==> config.mk <==
export PLATFORM = sky130hd
export DESIGN_NAME = ahb_manager_arbiter_flat
export DESIGN_NICKNAME = d
export VERILOG_FILES = /design/src/rtl/ahb_manager_arbiter_if.sv /design/src/rtl/ahb_manager_arbiter.sv /design/src/flat_wrapper.sv
export SDC_FILE = /design/constraint.sdc
export NUM_CORES = 1
export LEC_CHECK = 0
export ABC_CLOCK_PERIOD_IN_PS = 2800
export BUFFER_PORTS_ARGS = -buffer_cell sky130_fd_sc_hd__buf_4
export CORE_ASPECT_RATIO = 0.6
export CORE_MARGIN = 1
export CORE_UTILIZATION = 44
export CTS_CLUSTER_DIAMETER = 40
export DETAILED_ROUTE_END_ITERATION = 10
export PLACE_DENSITY = 0.95
export SLEW_MARGIN = 20
export SYNTH_ARGS = -nofsm -noshare
export SYNTH_HDL_FRONTEND = slang
export SYNTH_SLANG_ARGS = --single-unit
==> constraint.sdc <==
create_clock -name clk -period 2.8 [get_ports clk]
set_input_delay 0.56 -clock clk [delete_from_list [all_inputs] [get_ports clk]]
set_output_delay 0.56 -clock clk [all_outputs]
set_load 0.01 [all_outputs]
==> src/rtl/ahb_manager_arbiter_if.sv <==
// rtl/ahb_manager_arbiter_if.sv - requester ports and AHB-Lite manager bus of ahb_manager_arbiter
//
// Purpose: bundles the fetch port, the data load/store port and the AHB-Lite
// manager-side signals so the arbiter and its environment share one definition.
// Ports (signals):
//   fetch   : i_req, i_addr -> i_done, i_err
//   data    : d_ren, d_wen, d_addr, d_wdata, d_size -> d_done, d_err
//   shared  : rdata (read data to both requesters)
//   AHB out : haddr, htrans, hwrite, hsize, hwdata
//   AHB in  : hrdata, hready, hresp
// Modports: master = the arbiter side, slave = requesters plus bus mux side.
interface ahb_manager_arbiter_if;
   logic        i_req;
   logic [31:0] i_addr;
   logic        i_done;
   logic        i_err;
   logic        d_ren;
   logic        d_wen;
   logic [31:0] d_addr;
   logic [31:0] d_wdata;
   logic [1:0]  d_size;
   logic        d_done;
   logic        d_err;
   logic [31:0] rdata;
   logic [31:0] haddr;
   logic [1:0]  htrans;
   logic        hwrite;
   logic [1:0]  hsize;
   logic [31:0] hwdata;
   logic [31:0] hrdata;
   logic        hready;
   logic        hresp;

   modport master (
      input  i_req, i_addr, d_ren, d_wen, d_addr, d_wdata, d_size,
      input  hrdata, hready, hresp,
      output i_done, i_err, d_done, d_err, rdata,
      output haddr, htrans, hwrite, hsize, hwdata
   );

   modport slave (
      output i_req, i_addr, d_ren, d_wen, d_addr, d_wdata, d_size,
      output hrdata, hready, hresp,
      input  i_done, i_err, d_done, d_err, rdata,
      input  haddr, htrans, hwrite, hsize, hwdata
   );
endinterface

==> src/rtl/ahb_manager_arbiter.sv <==
// rtl/ahb_manager_arbiter.sv - two-requester AHB-Lite manager (fetch + data) with single-transfer sequencing
//
// Purpose: arbitrates between the instruction-fetch port and the data port and
// runs one non-pipelined AHB-Lite single transfer at a time: IDLE -> ADDR
// (NONSEQ) -> DATA -> IDLE. The granted port gets a one-cycle *_done with
// *_err = hresp in the DATA cycle where hready is high.
// Parameters:
//   RR_ARB : 0 = fixed priority, data port wins ties; 1 = round-robin on ties.
// Ports:
//   clk  : system clock, rising edge
//   nrst : asynchronous active-low reset
//   ahb  : requester and AHB-Lite signals (master modport of ahb_manager_arbiter_if)
module ahb_manager_arbiter #(
   parameter bit RR_ARB = 1'b0
) (
   input  logic                   clk,
   input  logic                   nrst,
   ahb_manager_arbiter_if.master  ahb
);

   typedef enum logic [1:0] {
      S_IDLE = 2'b00,
      S_ADDR = 2'b01,
      S_DATA = 2'b10
   } state_t;

   localparam logic       GNT_I        = 1'b0;
   localparam logic       GNT_D        = 1'b1;
   localparam logic [1:0] HTRANS_IDLE  = 2'b00;
   localparam logic [1:0] HTRANS_NSEQ  = 2'b10;

   state_t      state_q, state_d;
   logic        grant_q, grant_d;
   logic        last_grant_q, last_grant_d;
   logic [31:0] addr_q, addr_d;
   logic [31:0] wdata_q, wdata_d;
   logic        write_q, write_d;
   logic [1:0]  size_q, size_d;

   logic        d_req;
   logic        pick_d;

   assign d_req = ahb.d_ren | ahb.d_wen;

   // Grant choice for the current IDLE cycle. On a tie, round-robin hands the
   // bus to whichever port did not win last time.
   always_comb begin
      pick_d = d_req;
      if (d_req && ahb.i_req) begin
         if (RR_ARB) begin
            pick_d = (last_grant_q == GNT_I);
         end else begin
            pick_d = GNT_D;
         end
      end
   end

   always_ff @(posedge clk or negedge nrst) begin
      if (!nrst) begin
         state_q      <= S_IDLE;
         grant_q      <= GNT_I;
         last_grant_q <= GNT_I;
         addr_q       <= '0;
         wdata_q      <= '0;
         write_q      <= 1'b0;
         size_q       <= 2'b00;
      end else begin
         state_q      <= state_d;
         grant_q      <= grant_d;
         last_grant_q <= last_grant_d;
         addr_q       <= addr_d;
         wdata_q      <= wdata_d;
         write_q      <= write_d;
         size_q       <= size_d;
      end
   end

   always_comb begin
      state_d      = state_q;
      grant_d      = grant_q;
      last_grant_d = last_grant_q;
      addr_d       = addr_q;
      wdata_d      = wdata_q;
      write_d      = write_q;
      size_d       = size_q;
      ahb.htrans   = HTRANS_IDLE;
      ahb.i_done   = 1'b0;
      ahb.i_err    = 1'b0;
      ahb.d_done   = 1'b0;
      ahb.d_err    = 1'b0;

      case (state_q)
         S_IDLE: begin
            if (d_req || ahb.i_req) begin
               state_d      = S_ADDR;
               grant_d      = pick_d;
               last_grant_d = pick_d;
               if (pick_d == GNT_D) begin
                  addr_d  = ahb.d_addr;
                  write_d = ahb.d_wen;
                  size_d  = ahb.d_size;
                  wdata_d = ahb.d_wdata;
               end else begin
                  // Instruction fetch is always a word read.
                  addr_d  = ahb.i_addr;
                  write_d = 1'b0;
                  size_d  = 2'b10;
                  wdata_d = '0;
               end
            end
         end

         S_ADDR: begin
            ahb.htrans = HTRANS_NSEQ;
            if (ahb.hready) begin
               state_d = S_DATA;
            end
         end

         S_DATA: begin
            // The first cycle of a two-cycle error response has hready low,
            // so we simply keep waiting and report on the second cycle.
            if (ahb.hready) begin
               state_d = S_IDLE;
               if (grant_q == GNT_D) begin
                  ahb.d_done = 1'b1;
                  ahb.d_err  = ahb.hresp;
               end else begin
                  ahb.i_done = 1'b1;
                  ahb.i_err  = ahb.hresp;
               end
            end
         end

         default: begin
            state_d = S_IDLE;
         end
      endcase
   end

   assign ahb.haddr  = addr_q;
   assign ahb.hwrite = write_q;
   assign ahb.hsize  = size_q;
   assign ahb.hwdata = wdata_q;
   assign ahb.rdata  = ahb.hrdata;

endmodule

==> src/flat_wrapper.sv <==
// flat-port wrapper written by rule: the top's interface ports become plain ports
module ahb_manager_arbiter_flat 
#(
   parameter bit RR_ARB = 1'b0
)
  (clk, nrst, ahb_i_req, ahb_i_addr, ahb_d_ren, ahb_d_wen, ahb_d_addr, ahb_d_wdata, ahb_d_size, ahb_hrdata, ahb_hready, ahb_hresp, ahb_i_done, ahb_i_err, ahb_d_done, ahb_d_err, ahb_rdata, ahb_haddr, ahb_htrans, ahb_hwrite, ahb_hsize, ahb_hwdata);
  ahb_manager_arbiter_if ahb_i ();
  input  logic clk;
  input  logic nrst;
  input wire logic [$bits(ahb_i.i_req)-1:0] ahb_i_req;
  input wire logic [$bits(ahb_i.i_addr)-1:0] ahb_i_addr;
  input wire logic [$bits(ahb_i.d_ren)-1:0] ahb_d_ren;
  input wire logic [$bits(ahb_i.d_wen)-1:0] ahb_d_wen;
  input wire logic [$bits(ahb_i.d_addr)-1:0] ahb_d_addr;
  input wire logic [$bits(ahb_i.d_wdata)-1:0] ahb_d_wdata;
  input wire logic [$bits(ahb_i.d_size)-1:0] ahb_d_size;
  input wire logic [$bits(ahb_i.hrdata)-1:0] ahb_hrdata;
  input wire logic [$bits(ahb_i.hready)-1:0] ahb_hready;
  input wire logic [$bits(ahb_i.hresp)-1:0] ahb_hresp;
  output wire logic [$bits(ahb_i.i_done)-1:0] ahb_i_done;
  output wire logic [$bits(ahb_i.i_err)-1:0] ahb_i_err;
  output wire logic [$bits(ahb_i.d_done)-1:0] ahb_d_done;
  output wire logic [$bits(ahb_i.d_err)-1:0] ahb_d_err;
  output wire logic [$bits(ahb_i.rdata)-1:0] ahb_rdata;
  output wire logic [$bits(ahb_i.haddr)-1:0] ahb_haddr;
  output wire logic [$bits(ahb_i.htrans)-1:0] ahb_htrans;
  output wire logic [$bits(ahb_i.hwrite)-1:0] ahb_hwrite;
  output wire logic [$bits(ahb_i.hsize)-1:0] ahb_hsize;
  output wire logic [$bits(ahb_i.hwdata)-1:0] ahb_hwdata;
  assign ahb_i.i_req = ahb_i_req;
  assign ahb_i.i_addr = ahb_i_addr;
  assign ahb_i.d_ren = ahb_d_ren;
  assign ahb_i.d_wen = ahb_d_wen;
  assign ahb_i.d_addr = ahb_d_addr;
  assign ahb_i.d_wdata = ahb_d_wdata;
  assign ahb_i.d_size = ahb_d_size;
  assign ahb_i.hrdata = ahb_hrdata;
  assign ahb_i.hready = ahb_hready;
  assign ahb_i.hresp = ahb_hresp;
  assign ahb_i_done = ahb_i.i_done;
  assign ahb_i_err = ahb_i.i_err;
  assign ahb_d_done = ahb_i.d_done;
  assign ahb_d_err = ahb_i.d_err;
  assign ahb_rdata = ahb_i.rdata;
  assign ahb_haddr = ahb_i.haddr;
  assign ahb_htrans = ahb_i.htrans;
  assign ahb_hwrite = ahb_i.hwrite;
  assign ahb_hsize = ahb_i.hsize;
  assign ahb_hwdata = ahb_i.hwdata;
  ahb_manager_arbiter #(.RR_ARB(RR_ARB)) u_core (.clk(clk), .nrst(nrst), .ahb(ahb_i));
endmodule
==> metrics.txt <==
Layout Skew=0.00612 ns; unrepaired setup endpoints after global routing=no; sequential area share after synthesis=0.518; DP Area=4520 um2; Slew @ Worst Pin=0.868 ns; most common cell after layout, fill and taps aside=buf_4; Critical Path RT=2.24 ns; cell count after synthesis=238; # H-tree levels=3; number of synthesized flops with an enable pin=0; initial antenna violation count=0; Worst Reg-to-Reg Cells=4; die area=8050 um2; max_cap viols=0; routability cong.=0.786; Final Critical Period=1.95 ns; number of inserted diodes=0; layout cells sized above 1=0.679; Worst path max stage delay=0.47 ns; clk root buf=clkbuf_16; Reg-to-Reg Start=u_core.state_q[0]; CP bufs+invs=1; startpoint types=flip-flop; num rows=24; Hold Buf Count CTS=0; routed vias/inst=4.96; net count after synthesis=375; setup slack after layout=0.854 ns; PD cells=1100 nW/um2; syn avg cell area=14.2 um2; VDD IR max=0.000663 V; Initial Util=0.459; FF-to-FF End=u_core.ahb.haddr[21]; Synth warnings=0; number of buffers created by CTS=9; Post-CTS Setup Repair Bufs=0; Post-layout nets=518; GRT Util Overall=0.218; setup_tns=0 ns; grt ovf=0; antenna viol nets, final=0; worst-skew pair later-pin latency=0.32 ns; DP HPWL=6.02 mm; Crit Path Max Fanout=6; Die Ht=69.9 um; CTS tree=yes; WP data arrival=1.39 ns; Placement Setup Slack=0.728 ns; First-pass DRT Iterations=4; fin crit share=0.695; Crit. End Element=primary output; Slew headroom=0.421; slowest CP cell=dfrtp_1; Synth Cell Area=3380 um2; global-route wire length before repair=13.2 mm; Crit Path Class=reg -> out; Iter 0 DRT Violations=135; drt total wl=8.30 mm; clock transition at the registers of the reported paths=0.06 ns; status=completed; CTS resizes=0; Port Buf Inserts=176; vias in the first global route=2576; Remaining DRCs=0; Core Box Area=7360 um2; Lkg Pwr=2.45 nW; Wirelength per Cell=16.9 um; Final Setup Violations=0; area grow syn2layout=43.9%; Final Hold Fails=0; critical path, cell by cell=nand2b_1, nor3_1, buf_4; max frequency=514 MHz; final slew viol count=0; # clock sinks=70; Unique masters post-synth=23; Hold WC Path Type=in -> async; routed vias=2428; Ports=242; Clock Path Buffers=2; most frequent cells in the layout=buf_4 (176), dfrtp_1 (70), mux2_2 (36); Final Instance Area=4860 um2; FFs w/ async S/R, synth=1.00; FF+latch count, synth=70; reg2reg setup slack=1.22 ns; crit-path leading delay family=flip-flops; largest net degree at the start of global routing=71; ys flop type=dfrtp_1; Die W=115 um
[cell type report]
cell class                 instances  area (um2)
multi-input combinational        118        1270
sequential                        70        1750
fill                             536        2490
clock inverter                     5        82.6
timing repair buffer             179        1380
tap                              104         130
clock buffer                      11         243
inverter                           3        11.3
[per-layer routing]
metal | wire length [um] | share of wire | GRT usage
met1 | 3310 | 0.40 | 0.254
met2 | 4000 | 0.48 | 0.364
met3 | 914 | 0.11 | 0.0990
met4 | 81 | 0.0098 | 0.0606
met5 | 0 | 0 | 0
[power by group]
group / internal (mW) / leakage, nW / switching (mW) / total [mW]
Clock: 0.805 / 0.160 / 0.415 / 1.22
Sequential: 1.52 / 0.844 / 0.311 / 1.83
Combinational: 1.32 / 1.45 / 0.974 / 2.29
Total: 3.64 / 2.45 / 1.70 / 5.34
[synth_stat cells, drive strengths merged, types with 2 or more instances]
library cell / instances / area, um2
inv: 3 / 11.3
dfrtp: 70 / 1750
nand2b: 2 / 12.5
nor3: 3 / 26.3
buf: 46 / 345
o21ai: 2 / 10.0
nand2: 3 / 11.3
nor2: 2 / 15.0
a22o: 33 / 289
mux2: 65 / 841
and3: 2 / 12.5
[kinds of logic after synthesis]
kind of cell / synth area share
other: 0.00111
AND/OR/NAND/NOR: 0.0267
flip-flops: 0.518
multiplexers: 0.249
AO/OA/AOI/OAI: 0.0985
buffers and inverters: 0.107
[registers in the layout, indices dropped and copies added (netlist names)]
signal and cells:
u_core.ahb.haddr 32, u_core.ahb.hwdata 32, u_core.ahb.hsize 2, u_core.state_q 2, u_core.ahb.hwrite 1, u_core.grant_q 1
[worst max-delay path by stage]
stage | start | endpoint | slack [ns] | depth (start not counted)
detailed placement | ahb_d_wen | u_core.ahb.hsize[0] | 0.73 | 4
global placement | ahb_d_wen | u_core.ahb.hwdata[1] | 0.85 | 4
finish | u_core.state_q[0] | ahb_d_err | 0.85 | 3
floorplan | ahb_d_wen | u_core.ahb.haddr[10] | 1.16 | 4
global route | u_core.state_q[0] | ahb_d_err | 0.80 | 3
CTS | u_core.state_q[0] | ahb_d_err | 0.86 | 3
[stage by stage]
step / utilization / power [mW] / instances / hold WS (ns)
floorplan: - / 3.08 / 238 / 0.264
global placement: 0.615 / 4.01 / 473 / 0.484
detailed placement: 0.615 / 4.13 / 473 / 0.483
CTS: 0.659 / 5.38 / 489 / 0.381
global route: 0.661 / 5.65 / 490 / 0.420
finish: 0.661 / 5.34 / 490 / 0.343
[worst reg2reg max path, cell delays in order, from the launching register on]
cell and delay, ns:
dfrtp_1 0.49, nor2_1 0.14, o31ai_4 0.09, buf_12 0.34, mux2_2 0.41
Power figures use the tool's default switching activity.
